### src/rtl/stack_mem_ctrl.sv
// stack_mem_ctrl
// Sequences push/pop traffic between the stack-machine controller and a
// single-port synchronous stack RAM. Owns the stack pointer (count) and the
// occupancy flags, and returns popped data with a one-cycle valid pulse.
//
// Build option: define STACK_PEEK_EN to add the req_peek input, a
// non-destructive read of the top-of-stack word.
module stack_mem_ctrl #(
  parameter int unsigned AW      = 5,
  parameter int unsigned DW      = 8,
  parameter int unsigned MEM_LAT = 1
) (
  input  logic          clk,
  input  logic          rst,
  input  logic          req_push,
  input  logic          req_pop,
  input  logic [DW-1:0] push_data,
  output logic          req_ready,
  output logic [DW-1:0] pop_data,
  output logic          pop_valid,
  output logic [AW:0]   count,
  output logic          empty,
  output logic          full,
  output logic          ovf_err,
  output logic          unf_err,
  output logic [AW-1:0] mem_addr,
  output logic [DW-1:0] mem_wdata,
  output logic          mem_we,
  output logic          mem_re,
  input  logic [DW-1:0] mem_rdata
`ifdef STACK_PEEK_EN
  ,
  input  logic          req_peek
`endif
);

  localparam int unsigned LCW      = $clog2(MEM_LAT + 1);
  localparam logic [AW:0] FULL_CNT = {1'b1, {AW{1'b0}}};

  typedef enum logic [2:0] {IDLE, WRITE, READ, WAIT, DONE} state_t;

  state_t          state_q,     state_d;
  logic [AW:0]     count_q,     count_d;
  logic [DW-1:0]   pop_data_q,  pop_data_d;
  logic            pop_valid_q, pop_valid_d;
  logic            ovf_q,       ovf_d;
  logic            unf_q,       unf_d;
  logic [AW-1:0]   mem_addr_q,  mem_addr_d;
  logic [DW-1:0]   mem_wdata_q, mem_wdata_d;
  logic            mem_we_q,    mem_we_d;
  logic            mem_re_q,    mem_re_d;
  logic [LCW-1:0]  wait_cnt_q,  wait_cnt_d;
  logic            dec_q,       dec_d;

  logic            is_empty;
  logic            is_full;

  assign is_empty = (count_q == '0);
  assign is_full  = (count_q == FULL_CNT);

  // Next-state and next-output decode for the request sequencer
  always_comb begin
    state_d     = state_q;
    count_d     = count_q;
    pop_data_d  = pop_data_q;
    pop_valid_d = 1'b0;
    ovf_d       = 1'b0;
    unf_d       = 1'b0;
    mem_addr_d  = '0;
    mem_wdata_d = '0;
    mem_we_d    = 1'b0;
    mem_re_d    = 1'b0;
    wait_cnt_d  = wait_cnt_q;
    dec_d       = dec_q;

    unique case (state_q)
      IDLE: begin
        if (req_push) begin
          if (is_full) begin
            ovf_d = 1'b1;
          end else begin
            state_d     = WRITE;
            mem_we_d    = 1'b1;
            mem_addr_d  = count_q[AW-1:0];
            mem_wdata_d = push_data;
          end
        end else if (req_pop) begin
          if (is_empty) begin
            unf_d = 1'b1;
          end else begin
            state_d    = READ;
            mem_re_d   = 1'b1;
            mem_addr_d = count_q[AW-1:0] - AW'(1);
            dec_d      = 1'b1;
          end
        end
`ifdef STACK_PEEK_EN
        else if (req_peek) begin
          if (is_empty) begin
            unf_d = 1'b1;
          end else begin
            state_d    = READ;
            mem_re_d   = 1'b1;
            mem_addr_d = count_q[AW-1:0] - AW'(1);
            dec_d      = 1'b0;
          end
        end
`endif
      end

      WRITE: begin
        count_d = count_q + (AW+1)'(1);
        state_d = IDLE;
      end

      // mem_re is itself registered, so read data is first valid MEM_LAT
      // cycles after READ ends; WAIT therefore spans MEM_LAT cycles and the
      // capture happens on its last one.
      READ: begin
        if (dec_q) begin
          count_d = count_q - (AW+1)'(1);
        end
        wait_cnt_d = LCW'(MEM_LAT - 1);
        state_d    = WAIT;
      end

      WAIT: begin
        if (wait_cnt_q == '0) begin
          pop_data_d  = mem_rdata;
          pop_valid_d = 1'b1;
          state_d     = DONE;
        end else begin
          wait_cnt_d = wait_cnt_q - LCW'(1);
        end
      end

      DONE: begin
        state_d = IDLE;
      end

      default: begin
        state_d = IDLE;
      end
    endcase
  end

  // State and registered outputs; reset abandons any transaction in flight
  always_ff @(posedge clk or posedge rst) begin
    if (rst) begin
      state_q     <= IDLE;
      count_q     <= '0;
      pop_data_q  <= '0;
      pop_valid_q <= 1'b0;
      ovf_q       <= 1'b0;
      unf_q       <= 1'b0;
      mem_addr_q  <= '0;
      mem_wdata_q <= '0;
      mem_we_q    <= 1'b0;
      mem_re_q    <= 1'b0;
      wait_cnt_q  <= '0;
      dec_q       <= 1'b0;
    end else begin
      state_q     <= state_d;
      count_q     <= count_d;
      pop_data_q  <= pop_data_d;
      pop_valid_q <= pop_valid_d;
      ovf_q       <= ovf_d;
      unf_q       <= unf_d;
      mem_addr_q  <= mem_addr_d;
      mem_wdata_q <= mem_wdata_d;
      mem_we_q    <= mem_we_d;
      mem_re_q    <= mem_re_d;
      wait_cnt_q  <= wait_cnt_d;
      dec_q       <= dec_d;
    end
  end

  assign req_ready = (state_q == IDLE);
  assign pop_data  = pop_data_q;
  assign pop_valid = pop_valid_q;
  assign count     = count_q;
  assign empty     = is_empty;
  assign full      = is_full;
  assign ovf_err   = ovf_q;
  assign unf_err   = unf_q;
  assign mem_addr  = mem_addr_q;
  assign mem_wdata = mem_wdata_q;
  assign mem_we    = mem_we_q;
  assign mem_re    = mem_re_q;

endmodule

### config.mk
export PLATFORM = sky130hd
export DESIGN_NAME = stack_mem_ctrl
export DESIGN_NICKNAME = d
export VERILOG_FILES = /design/src/rtl/stack_mem_ctrl.sv
export SDC_FILE = /design/constraint.sdc
export NUM_CORES = 1
export LEC_CHECK = 0
export ABC_AREA = 1
export CAP_MARGIN = 20
export CORE_MARGIN = 3
export CORE_UTILIZATION = 25
export CTS_CLUSTER_SIZE = 28
export DETAILED_ROUTE_END_ITERATION = 16
export SKIP_CTS_REPAIR_TIMING = 1
export SLEW_MARGIN = 20
export SYNTH_ARGS = -nofsm -noshare
export SYNTH_HDL_FRONTEND = slang
export SYNTH_SLANG_ARGS = --single-unit
export TNS_END_PERCENT = 5
### constraint.sdc
create_clock -name clk -period 1.6 [get_ports clk]
set_input_delay 0.4 -clock clk [delete_from_list [all_inputs] [get_ports clk]]
set_output_delay 0.4 -clock clk [all_outputs]
set_load 0.01 [all_outputs]
# == After elaboration in Yosys (flattened, before gate mapping) ==
# Index checks and enable logic that the tools add are counted.
# totals
reg_bits,37
output_inout_bits,35
input_bits,20
# classes
n_reduce_logical,8
bitwise_logic,3
eq_ne,9
mux,34
n_addsub,4
# op_table
cell,n
$mux 5,5
$mux 8,3
$mux 1,17
$mux 3,5
$pmux 6 s2,1
$ne 3x3->1 const B,3
$pmux 3 s3,1
$reduce_and 4->1,2
$add 6x1->6 const B,1
$eq 3x2->1 const B,2
$eq 6x6->1 const B,1
$logic_not 6->1,1
$mux 6,1
$sub 6x1->6 const B,1
$sub 5x1->5 const B,1
$ne 2x2->1 const B,2
$reduce_and 2->1,2
$reduce_bool 2->1,2
$eq 3x1->1 const B,1
$logic_not 3->1,1
$not 1->1,3
$pmux 1 s2,1
$sub 1x1->1 const B,1

# == Longest topological paths before layout ==
# depth
depth_word,5
ltp_mapped,13
mapped_depth_nobuf,13

# == Least setup slack after synthesis ==
# OpenSTA, ideal clock, no wires.
# synth_timing
path_type,register to register
startpoint,register count_q[0] (netlist: count[0])
endpoint,register state_q[0]
arrival_time_ps,1431
synth_period_minus_slack_ps,1556
required_time_ps,1475
path_stages_with_launch,10
slack_ps,44
setup_ps,125
path_buffers,0
path_cell_list,dfrtp_1 inv_1 ha_1 inv_1 nor2_2 nand3_1 inv_2 nor2_1 nor3_2 a21oi_1
# synth_via
elab_chain_len,3
elab_cells_between_ends,5
# synth_lines
element,line,rtl
"start, declared",43,"logic [AW:0] count_q, count_d;"
"start signal, assigned",164,count_q <= count_d;
$eq 6x6->1,59,assign is_full = (count_q == FULL_CNT);
net full,23,"output logic full,"
$ne 3x3->1 (no source line),n/a,
$reduce_and 4->1 (no source line),n/a,
"end signal, assigned",163,state_q <= state_d;
"end, declared",42,"state_t state_q, state_d;"
# The timed path passes the listed nets, and every way through them passes these cells.
# A chain may end at the register's enable or synchronous reset.

# == Worst setup path after layout ==
# layout_timing
startpoint,register count_q[0] (netlist: count[0])
endpoint,output count[0]
# layout_rtl
element,line,rtl
"end, declared",21,"output logic [AW:0] count,"
# No word-level cell between the ends.

==> impl_metrics.py <==
metrics = {
    "floorplan": {
        "pin_count": 55,
        "dieArea_sq_um": 7840,
        "initial_core_util": 0.264,
        "core_sq_um": 6460,
        "row_count": 29,
        "die_y_um": 88.5,
        "chipWidth_um": 88.5,
    },
    "routing": {
        "drt-total-wl_mm": 4.00,
        "drt_iter0_drc": 43,
        "ant_nets": 0,
        "vias_per_cell": 4.15,
        "drc_errors": 0,
        "firstDrtPassIters": 4,
        "routedWlPerCell_um": 11.1,
        "dr_total_vias": 1490,
    },
    "critical_path": {
        "worst-setup-path-type": "reg -> out",
        "critPathSlowestCell": "clkdlybuf4s50_1",
        "required_ns": 1.20,
        "slowest_delay_ns": 0.54,
        "arrival_ns": 1.34,
        "end_kind": "primary output",
        "cp_max_fo": 5,
        "startpoint_type": "register",
        "ff2ff_setup_slack_ns": 0.05,
        "crit_chain": "buf_4 -> clkdlybuf4s50_1",
    },
    "place": {
        "hpwlAfterDp_mm": 3.04,
        "gp_congestion": 0.832,
        "pre_cts_ws_ns": -0.312,
        "port_buffers": 54,
    },
    "synth": {
        "synthTopCellsByArea": "dfrtp_1 53%, nand2_1 12%, inv_1 6.4%",
        "synth_top_area_frac": 0.529,
        "synth_area_per_cell_sq_um": 8.69,
        "netlist_instances": 196,
        "synth_area_sq_um": 1700,
        "ys_warn_count": 0,
        "ys_seq_elements": 36,
        "synth_cell_type_count": 24,
        "ys_seq_area_frac": 0.529,
        "mappedNetlistNets": 218,
        "synth_top_area_cell": "dfrtp_1",
    },
    "clock_network": {
        "cts_root_buf": "clkbuf_8",
        "clk_latency_ns": 0.29,
        "ctsLongestPathBuffers": 2,
        "htreeDepth": 2,
        "tritoncts": "yes",
        "clock_sinks": 36,
        "cts_buffers": 5,
        "clk_pin_slew_ns": 0.08,
    },
    "power_and_ir_drop": {
        "switching_share": 0.399,
        "p_comb_frac": 0.569,
        "p_switching_mw": 2.01,
        "total_leakage_power_nw": 1.53,
        "seqPwrFrac": 0.272,
        "power.density_nw_per_um2": 1850,
        "ir_worst_vdd_uv": 871,
        "p_clk_frac": 0.160,
        "power.internal_mw": 3.02,
        "power.total_mw": 5.02,
    },
    "sta": {
        "drv_slew": 0,
        "finalSetupViolCount": 3,
        "hold_viol": 0,
        "period_needed_ns": 1.74,
        "tightest_slew_ns": 0.283,
        "fmax_ghz": 0.576,
        "rsz0062_at_grt": "true",
        "period_share": 1.09,
        "finalClockSkew_ns": 0.00772,
        "max_slew_margin": 0.811,
        "fin_ws_ns": -0.137,
    },
    "cells_and_area": {
        "area_growth_pct": 59.7,
        "layout-drive-gt1-share": 0.270,
        "final_common_cell": "nand2_1",
        "antennaDiodeCount": 0,
        "multi_input_area_sq_um": 699,
        "final_cell_mix": "52 x nand2_1, 36 x dfrtp_1, 35 x clkdlybuf4s50_1",
        "seqCellArea_sq_um": 901,
        "fillers": 663,
        "final_nets": 303,
    },
    "global_route": {
        "grt-ovfl-total": 0,
        "antenna_found_initial": 0,
        "grt.total_usage": 0.109,
        "grt_pass1_wl_mm": 6.62,
        "grt_pass1_vias": 1448,
        "grt_max_degree": 37,
    },
    "worst_hold_path": {
        "min_path_type": "reg -> reg",
    },
    "run": {
        "cap_violations": 0,
    },
    "outcome": {
        "failed_checks": "negative setup slack",
        "status": "complete, but fails checks",
    },
}
## flip-flops by register name (all words and copies together), names as in the netlist
name,cells
dec_q,1
pop_valid,1
state_q,3
mem_we,1
mem_wdata,8
ovf_err,1
pop_data,8
count,6
unf_err,1
mem_re,1
mem_addr,5
## cells in the mapped netlist
cell,number
nor2_1,14
nand2_2,3
inv_1,29
o21bai_1,1
buf_4,1
nand2_1,53
nand3_2,1
o21ai_4,1
nor2_4,4
xor2_1,4
a21oi_1,3
nor3_2,1
nand2_4,2
nor2_2,12
nand4_1,1
nor3_1,2
inv_4,1
nand3_1,14
dfrtp_1,36
o21ai_0,5
o21ai_1,1
inv_2,4
ha_1,2
nor3_4,1
## layer usage
metal | wire length [um] | GRT usage | vias to the layer above
met1 | 1890 | 0.142 | 678
met5 | 0 | 0 | -
met3 | 281 | 0.0391 | 7
met2 | 1780 | 0.169 | 42
met4 | 44 | 0.0330 | 0
li1 | - | - | 763
## through the flow
| stage | utilization | cell area, sq um | hold slack (ns) | setup TNS [ns] | instances |
|---|---|---|---|---|---|
| after floorplan | - | 1700 | 0.461 | 0 | 196 |
| after global placement | 0.392 | 2530 | 0.454 | -0.542 | 351 |
| after detailed placement | 0.392 | 2530 | 0.459 | -0.624 | 351 |
| after CTS | 0.409 | 2640 | 0.474 | -2.39 | 359 |
| after global routing | 0.421 | 2720 | 0.486 | -0.892 | 359 |
| final | 0.421 | 2720 | 0.465 | -0.356 | 359 |
## power groups by stage
| stage | Sequential, mW | Clock [mW] | Combinational [mW] |
|---|---|---|---|
| 5_1_grt | 1.40 | 0.872 | 3.19 |
| 6_report | 1.36 | 0.803 | 2.86 |
| 3_3_place_gp | 1.38 | 0 | 2.82 |
| 2_1_floorplan | 1.58 | 0 | 1.31 |
| 4_1_cts | 1.36 | 0.830 | 2.86 |
| 3_5_place_dp | 1.38 | 0 | 2.84 |
## cell type report
cell class	count	area share
clock buffer	5	0.0253
tap	77	0.0354
timing repair buffer	79	0.287
clock inverter	3	0.0156
inverter	34	0.0478
multi-input combinational	125	0.257
sequential	36	0.331
## worst paths after layout
| path | startpoint | to | depth (start not counted) |
|---|---|---|---|
| worst min register to register | pop_data[6] | pop_data[6] | 2 |
| worst min-delay path | pop_data[6] | pop_data[6] | 2 |
| worst max register to register | state_q[2] | count[4] | 14 |
| worst max-delay path | count[0] | count[0] | 2 |
| min in group asynchronous | rst | mem_wdata[6] | 3 |
| max in group asynchronous | rst | count[2] | 3 |
## cell families (layout without fill, tap and decap cells)
kind of cell | after synthesis | in the layout | share of synthesized area
AND/OR/NAND/NOR | 108 | 108 | 0.314
adder cells (fa/ha/maj) | 2 | 2 | 0.0147
AO/OA/AOI/OAI | 11 | 11 | 0.0404
XOR/XNOR | 4 | 4 | 0.0206
buffers and inverters | 35 | 121 | 0.0808
flip-flops | 36 | 36 | 0.529
## critical path, delay by kind of cell (launching register included)
family / cells / cell delay, ns
buf+inv: 2 / 0.69
flops: 1 / 0.36
(Power assumes the default switching activity.)
